--- src/rtl/field_extract_pipe.sv ---
// Multi-field header extractor: latches one header and FIELD_NUM descriptors, extracts LANE_NUM
// fields per cycle and presents the full set on a valid/ready port. Optional stats: FIELD_EXTRACT_STAT_EN.
module field_extract_pipe #(
    parameter int CANDI_NUM     = 128,
    parameter int OFFSET_WIDTH  = 7,
    parameter int EXTRACT_WIDTH = 8,
    parameter int FIELD_NUM     = 8,
    parameter int LANE_NUM      = 2
) (
    input  logic                                 i_clk,
    input  logic                                 i_rst_n,
    input  logic                                 i_head_valid,
    output logic                                 o_head_ready,
    input  logic [CANDI_NUM*EXTRACT_WIDTH-1:0]   i_head_data,
    input  logic [FIELD_NUM*(OFFSET_WIDTH+1)-1:0] i_offset,
    output logic                                 o_field_valid,
    input  logic                                 i_field_ready,
    output logic [FIELD_NUM*EXTRACT_WIDTH-1:0]   o_field_data,
    output logic [FIELD_NUM-1:0]                 o_field_hit,
    output logic [FIELD_NUM-1:0]                 o_field_err
`ifdef FIELD_EXTRACT_STAT_EN
    ,
    output logic [31:0]                          o_stat_hdr_cnt,
    output logic [31:0]                          o_stat_err_cnt
`endif
);

    localparam int PASS_NUM = (FIELD_NUM + LANE_NUM - 1) / LANE_NUM;
    localparam int CNT_W    = (PASS_NUM > 1) ? $clog2(PASS_NUM) : 1;
    localparam int HEAD_IW  = (CANDI_NUM > 1) ? $clog2(CANDI_NUM) : 1;
    localparam int FIELD_IW = (FIELD_NUM > 1) ? $clog2(FIELD_NUM) : 1;
    localparam int DESC_W   = OFFSET_WIDTH + 1;
    localparam logic [CNT_W-1:0] CNT_LAST = CNT_W'(PASS_NUM - 1);

    typedef enum logic [1:0] {
        IDLE,
        EXTRACT,
        OUTPUT
    } state_t;

    state_t                    state_q, state_d;
    logic [CNT_W-1:0]          cnt_q;
    logic                      accept;
    logic                      deliver;

    logic [EXTRACT_WIDTH-1:0]  head_q [CANDI_NUM];
    logic [DESC_W-1:0]         desc_q [FIELD_NUM];
    logic [EXTRACT_WIDTH-1:0]  data_q [FIELD_NUM];
    logic [FIELD_NUM-1:0]      hit_q;
    logic [FIELD_NUM-1:0]      err_q;

    logic [LANE_NUM-1:0]       lane_live;
    logic [LANE_NUM-1:0]       lane_in;
    logic [LANE_NUM-1:0]       lane_hit;
    logic [LANE_NUM-1:0]       lane_err;
    logic [FIELD_IW-1:0]       lane_field [LANE_NUM];
    logic [DESC_W-1:0]         lane_desc  [LANE_NUM];
    logic [HEAD_IW-1:0]        lane_unit  [LANE_NUM];
    logic [EXTRACT_WIDTH-1:0]  lane_data  [LANE_NUM];

    assign accept        = i_head_valid & o_head_ready;
    assign deliver       = (state_q == OUTPUT) & i_field_ready;
    assign o_field_valid = (state_q == OUTPUT);

    // NOTE: every variable written in always_comb gets a value on every path; a missed
    // default would infer a latch.
    always_comb begin
        state_d = state_q;
        case (state_q)
            IDLE:    if (accept) state_d = EXTRACT;
            EXTRACT: if (cnt_q == CNT_LAST) state_d = OUTPUT;
            OUTPUT:  if (i_field_ready) state_d = IDLE;
            default: state_d = IDLE;
        endcase
    end

    // Ready is registered so it stays low while reset is asserted and rises one cycle after release.
    // NOTE: sequential state uses non-blocking assignments so every flop samples pre-edge values.
    always_ff @(posedge i_clk or negedge i_rst_n) begin
        if (!i_rst_n) begin
            state_q      <= IDLE;
            o_head_ready <= 1'b0;
            cnt_q        <= '0;
        end else begin
            state_q      <= state_d;
            o_head_ready <= (state_d == IDLE);
            if (accept || (state_q == EXTRACT && cnt_q == CNT_LAST)) begin
                cnt_q <= '0;
            end else if (state_q == EXTRACT) begin
                cnt_q <= cnt_q + 1'b1;
            end
        end
    end

    // NOTE: the captured header and descriptors are not reset; they are only read after an
    // accept has overwritten them, so a reset would add fan-out with no functional effect.
    always_ff @(posedge i_clk) begin
        if (accept) begin
            for (int k = 0; k < CANDI_NUM; k++) begin
                head_q[k] <= i_head_data[k*EXTRACT_WIDTH +: EXTRACT_WIDTH];
            end
            for (int f = 0; f < FIELD_NUM; f++) begin
                desc_q[f] <= i_offset[f*DESC_W +: DESC_W];
            end
        end
    end

    // Lane l handles field cnt*LANE_NUM+l; out-of-range indices are clamped before the array read.
    always_comb begin
        for (int l = 0; l < LANE_NUM; l++) begin
            lane_live[l]  = (int'(cnt_q) * LANE_NUM + l) < FIELD_NUM;
            lane_field[l] = lane_live[l] ? FIELD_IW'(int'(cnt_q) * LANE_NUM + l) : '0;
            lane_desc[l]  = desc_q[lane_field[l]];
            lane_in[l]    = int'(lane_desc[l][OFFSET_WIDTH-1:0]) < CANDI_NUM;
            lane_hit[l]   = lane_live[l] & lane_desc[l][OFFSET_WIDTH] & lane_in[l];
            lane_err[l]   = lane_live[l] & lane_desc[l][OFFSET_WIDTH] & ~lane_in[l];
            lane_unit[l]  = lane_in[l] ? HEAD_IW'(lane_desc[l][OFFSET_WIDTH-1:0]) : '0;
            lane_data[l]  = lane_hit[l] ? head_q[lane_unit[l]] : '0;
        end
    end

    always_ff @(posedge i_clk or negedge i_rst_n) begin
        if (!i_rst_n) begin
            for (int f = 0; f < FIELD_NUM; f++) begin
                data_q[f] <= '0;
            end
            hit_q <= '0;
            err_q <= '0;
        end else if (accept) begin
            for (int f = 0; f < FIELD_NUM; f++) begin
                data_q[f] <= '0;
            end
            hit_q <= '0;
            err_q <= '0;
        end else if (state_q == EXTRACT) begin
            for (int l = 0; l < LANE_NUM; l++) begin
                if (lane_live[l]) begin
                    data_q[lane_field[l]] <= lane_data[l];
                    hit_q[lane_field[l]]  <= lane_hit[l];
                    err_q[lane_field[l]]  <= lane_err[l];
                end
            end
        end
    end

    always_comb begin
        for (int f = 0; f < FIELD_NUM; f++) begin
            o_field_data[f*EXTRACT_WIDTH +: EXTRACT_WIDTH] = data_q[f];
        end
    end

    assign o_field_hit = hit_q;
    assign o_field_err = err_q;

`ifdef FIELD_EXTRACT_STAT_EN
    function automatic logic [32:0] popcount(input logic [FIELD_NUM-1:0] v);
        logic [32:0] sum;
        sum = '0;
        for (int i = 0; i < FIELD_NUM; i++) begin
            sum = sum + 33'(v[i]);
        end
        return sum;
    endfunction

    logic [32:0] err_sum;
    assign err_sum = {1'b0, o_stat_err_cnt} + popcount(err_q);

    // Both counters saturate at all-ones instead of wrapping.
    always_ff @(posedge i_clk or negedge i_rst_n) begin
        if (!i_rst_n) begin
            o_stat_hdr_cnt <= '0;
            o_stat_err_cnt <= '0;
        end else if (deliver) begin
            if (~&o_stat_hdr_cnt) begin
                o_stat_hdr_cnt <= o_stat_hdr_cnt + 32'd1;
            end
            o_stat_err_cnt <= err_sum[32] ? '1 : err_sum[31:0];
        end
    end
`else
    logic unused_deliver;
    assign unused_deliver = deliver;
`endif

endmodule
--- config.mk ---
export PLATFORM = sky130hd
export DESIGN_NAME = field_extract_pipe
export DESIGN_NICKNAME = d
export VERILOG_FILES = /design/src/rtl/field_extract_pipe.sv
export SDC_FILE = /design/constraint.sdc
export NUM_CORES = 2
export LEC_CHECK = 0
export ABC_AREA = 1
export CAP_MARGIN = 0
export CORE_AREA = 2 2 456 458
export CTS_CLUSTER_DIAMETER = 80
export DETAILED_ROUTE_END_ITERATION = 8
export DIE_AREA = 0 0 458 460
export PLACE_DENSITY = 0.54
export SLEW_MARGIN = 5
export SYNTH_ARGS = -nofsm -noshare
export SYNTH_HDL_FRONTEND = slang
export SYNTH_SLANG_ARGS = --single-unit
--- constraint.sdc ---
create_clock -name i_clk -period 21.3 [get_ports i_clk]
set_input_delay 4.26 -clock i_clk [delete_from_list [all_inputs] [get_ports i_clk]]
set_output_delay 4.26 -clock i_clk [all_outputs]
set_load 0.1 [all_outputs]
# Yosys cells after proc, flatten, opt, wreduce, memory -nomap -nowiden
# Memories as Yosys holds them, arrays and structs flattened.
# Index checks and enable logic that the tools add are counted.
op_classes:
  bitwise: 9
  muxes: 42
  reduce_logical: 10
  n_lt_le_gt_ge: 10
  add_sub_neg: 2
  eq_ne: 3
ops:
  columns: ["operator", "n"]
  rows:
  - ["two-way mux 64 bit", 6]
  - ["bitwise mux 64 bit", 2]
  - ["two-way mux 8 bit", 16]
  - ["demux 8 bit (select 3 bit)", 2]
  - ["< comparator 32 x 5 -> 1 bit, second input constant", 1]
  - ["bitwise AND 8 bit", 2]
  - ["bitwise mux 8 bit", 2]
  - ["NOT 8 bit", 2]
  - ["< comparator 3 x 4 -> 1 bit, second input constant", 3]
  - ["two-way mux 2 bit", 5]
  - ["greater-or-equal comparator 4 bit, second input constant", 2]
  - ["< comparator 4 x 1 -> 1 bit, second input constant", 2]
  - ["NOT 3 -> 4 bit", 2]
  - ["demux 1 bit (select 3 bit)", 2]
  - ["greater-or-equal comparator 3 x 1 -> 1 bit, second input constant", 2]
  - ["two-way mux 3 bit", 2]
  - ["one-hot mux 2 bit (3 select lines)", 1]
  - ["logical AND 1 bit", 5]
  - ["adder 3 x 1 -> 4 bit, second input constant", 1]
  - ["== test 2 bit, second input constant", 2]
  - ["zero test 2 bit", 2]
  - ["two-way mux 1 bit", 4]
  - ["nonzero test 2 bit", 2]
  - ["bitwise AND 1 bit", 3]
  - ["3 further kinds", 3]
word_totals:
  ff_bits: 85
  mem_bits_rw: 1088
  memories: 2
  wordCells: 91
  out_inout_bits: 82
  inputBits: 1092
mem_list:
  columns: ["name", "depth", "word_bits", "rd", "rd_ports_with_merged_regs", "write_ports", "line", "source"]
  rows:
  - ["head_q", 128, 8, 2, 0, 128, "46", "logic [EXTRACT_WIDTH-1:0] head_q [CANDI_NUM];"]
  - ["desc_q", 8, 8, 2, 0, 8, "47", "logic [DESC_W-1:0] desc_q [FIELD_NUM];"]

# Depth between registers and ports, before layout
logic_depth:
  ltp_word: 15
  mapped_depth: 17
  ltp_nobuf: 15

# Least setup slack after synthesis
# Ideal clock, no wire load.
synth_timing:
  kind: "in2reg"
  from: "input i_head_valid"
  to: "register o_head_ready"
  t_required_ns: 21.152
  setup_ns: 0.148
  path_buffers: 0
  setup_slack_ns: -6.097
  cell_stages: 5
  arrival_time_ns: 27.249
  cell_sequence: "nand2_1 -> inv_1 -> nor2_1 -> a211oi_1 -> nor2_1"
synth_via:
  elab_chain_cells: 4
synth_rtl:
  columns: ["item", "line", "source"]
  rows:
  - ["from (decl)", "12", "input logic i_head_valid,"]
  - ["bitwise AND 1 bit", "61", "assign accept = i_head_valid & o_head_ready;"]
  - ["named net accept", "43", "logic accept;"]
  - ["two-way mux 2 bit", "70", "IDLE: if (accept) state_d = EXTRACT;"]
  - ["one-hot mux 2 bit (3 select lines)", "69", "case (state_q)"]
  - ["named net state_d[0]", "41", "state_t state_q, state_d;"]
  - ["zero test 2 bit", "86", "o_head_ready <= (state_d == IDLE);"]
  - ["to (signal assigned)", "86", null]
  - ["to (decl)", "13", "output logic o_head_ready,"]
# The timed path passes the listed nets, and every way through them passes these cells.
# A chain may end at the register's enable or synchronous reset.

==> impl_results.md <==
- Outcome: finished with violations
- Failing checks: max-slew violations
- Critical path arrival: 9000 ps
- CP bufs+invs: 6
- Max Fclk: 0.117 GHz
- WL/cell: 31.4 um
- Via Count: 56400
- Cell family with most CP delay: buffers and inverters
- Simple-Gate Fraction of Synth Area: 34.1%
- Ys flop type: edfxtp_1
- Initial antenna violation count: 180
- Multi-input gate area: 20400 um2
- PwrDens: 182 nW/um2
- Placer Congestion: 0.929
- Post-route ant nets: 0
- Starting Density: 28.1%
- Mux contribution to synthesized area: 0%
- Adder-cell share of the synthesized area: 0.0865%
- Lkg Pwr: 28.3 nW
- Cell mode on critical path: buf_4
- Reg2reg start: cnt_q[1]
- Area growth, synth to finish: 32.1%
- Library cells used by synthesis: 27
- Final hold vios: 0
- RSZ-0062 raised after global routing: false
- HP Start: state_q[1]
- 1st-iter DRT viols: 9345
- Worst setup startpoint: i_head_valid
- Rel. slew slack: -11.4%
- Worst Setup End Kind: register
- Worst slew pin tran: 1670 ps
- DIE AREA: 211000 um2
- Final setup vio count: 0
- Cell area after synthesis: 57900 um2
- Reg area: 34800 um2
- Syn nets: 7247
- Post-synthesis average cell area: 9.41 um2
- Die Wd: 458 um
- Max-slew violations: 100
- Post-CTS Setup Bufs: 0
- Worst path slowest cell: buf_4
- Sequential share of the synthesized area: 60.1%
- Maximum Capacitance Violations: 0
- Fin crit period: 8580 ps
- GRT Resource Usage Total: 28.5%
- Setup TNS: 0 ps
- Xor/xnor cell area share of the yosys netlist: 0%
- Clock buffer count from CTS: 146
- Dpl hpwl: 217000 um
- Flops & latches, synth: 1173
- Skew final: 34.6 ps
- # rows: 167
- Crit start category: input pin
- Layout cells sized above 1: 4.86%
- Worst Path Max Fanout: 171
- Drt total wl: 313000 um
- Worst-Skew Late Latency: 820 ps
- Post-synth ARST share: 7.25%
- Layout fillers: 20200
- Number of global-route vias before repair: 52200
- Clock-pin slew on the worst setup and hold paths: 60 ps
- WP data required: 21720 ps
- Cells along the critical path: clkdlybuf4s50_1 > nand2_2 > clkinvlp_4 > buf_4 > buf_12 > buf_4 > buf_4
- First-pass DRT Iterations: 6
- Nets: 8132
- Port bufs: 1173
- Synth Area in Compound Gates: 0.774%
- Largest net degree at the start of global routing: 173
- GRT overflow: 0
- H-Tree Depth: 4
- DRC errors left: 0
- CORE AREA: 206000 um2
- Synth top area cells: edfxtp_1 (56%), nand3_1 (23%), nand2_1 (10%), dfrtp_1 (3.7%), buf_2 (3.3%)
- Root buf cell: clkbuf_16
- Crit Path Category: in -> reg
- Area share of the largest cell type after synthesis: 56.5%
- Final Cycle Share: 40.3%
- Largest family of logic cells by synthesized area: simple AND/OR/NAND/NOR gates
- Crit-path max cell delay: 890 ps
- HP Class: reg -> reg
- Post_cts resized: 0
- Largest area contributor in the netlist: edfxtp_1
- Synth Warn #: 0
- First-pass GRT wire length: 424000 um
- Min Hold Slack: 450 ps
- TritonCTS clock tree: built
- Post-CTS Hold Fix Bufs: 0
- Drt via density: 5.65
- Number of synthesized flops with an enable pin: 1088
- Worst vdd ir: 128 uV
- Ports: 1174
- Cells after synthesis: 6151
- CTS Buffer Depth: 3
- Clk sinks: 1173
- Chip height: 460 um
-- metal layers --
| layer | up-vias | part of all wire [%] | track usage (%) |
|---|---|---|---|
| li1 | 23900 | - | - |
| met1 | 27300 | 39 | 37.5 |
| met2 | 4430 | 43 | 41.3 |
| met3 | 752 | 12 | 9.24 |
| met4 | 96 | 5.6 | 15.5 |
| met5 | - | 0.19 | 0 |
-- cell usage after synthesis, types with 2 or more instances --
master,instances
nand2_1,1618
a21oi_1,2
buf_6,2
buf_2,387
clkinv_1,3
inv_2,14
edfxtp_1,1088
nand2_2,4
a32oi_2,6
dfrtp_1,85
clkbuf_1,65
nand3_1,2666
or2_1,12
o211ai_1,32
a32o_1,2
o21ai_0,2
inv_1,41
a32oi_4,2
buf_4,40
or2_2,12
nand3_2,4
buf_1,26
ha_1,4
nor2_1,31
-- stage by stage --
stage	total power, mW	instance area [um2]	std cells	utilization (%)	worst slack [ps]
after floorplan	8.22	57900	6151	-	89.4
after global placement	11.2	71300	9592	34.6	12090
after detailed placement	11.2	71300	9592	34.6	11960
after CTS	13.8	76100	9862	36.9	12870
after global routing	14.5	76300	9948	37.0	12550
final	13.9	76400	9986	37.1	12720
-- cell usage in the layout, fill, tap and decap left out, types with 32 or more instances in the layout --
| master | count |
|---|---|
| o211ai_1 | 32 |
| nand2_1 | 1615 |
| clkdlybuf4s50_1 | 1169 |
| buf_4 | 79 |
| clkbuf_16 | 150 |
| inv_1 | 38 |
| nand3_1 | 2666 |
| dfrtp_1 | 85 |
| edfxtp_1 | 1088 |
| diode_2 | 124 |
| clkbuf_1 | 32 |
-- cell families after synthesis --
logic type      Yosys count
compound gates           48
flops                  1173
buf+inv                 579
fa+ha+maj                 4
simple gates           4347
-- area by class of cell --
cell class / instances / area share [%]
Clock buffer: 184 / 5.11
Tap cell: 2704 / 4.43
Multi-Input combinational cell: 4399 / 26.7
Sequential cell: 1173 / 45.5
Timing Repair Buffer: 1258 / 16.4
Clock inverter: 86 / 1.14
Inverter: 58 / 0.349
Antenna cell: 124 / 0.406
-- path summary, 6_finish.rpt --
kind	endpoint	slack, ps	depth (start not counted)
min	state_q[0]	450	1
min reg2reg	state_q[0]	450	1
max	head_q[90][6]	12720	7
min in group asynchronous	o_field_data[8]	3690	1
max reg2reg	o_field_data[1]	14220	18
max in group asynchronous	o_field_data[34]	16840	1
-- sequential cells by signal (all words and copies together) (netlist names) --
name / flops
o_field_data: 64
o_field_hit: 8
cnt_q: 2
state_q: 2
desc_q: 64
o_head_ready: 1
head_q: 1024
o_field_err: 8
-- report_power, final --
group | internal (mW) | switching (mW) | leakage, nW
Clock | 1.43 | 1.08 | 2.32
Sequential | 3.06 | 0.244 | 11.3
Combinational | 1.91 | 6.16 | 14.7
Total | 6.40 | 7.48 | 28.3
(Power assumes the default switching activity.)
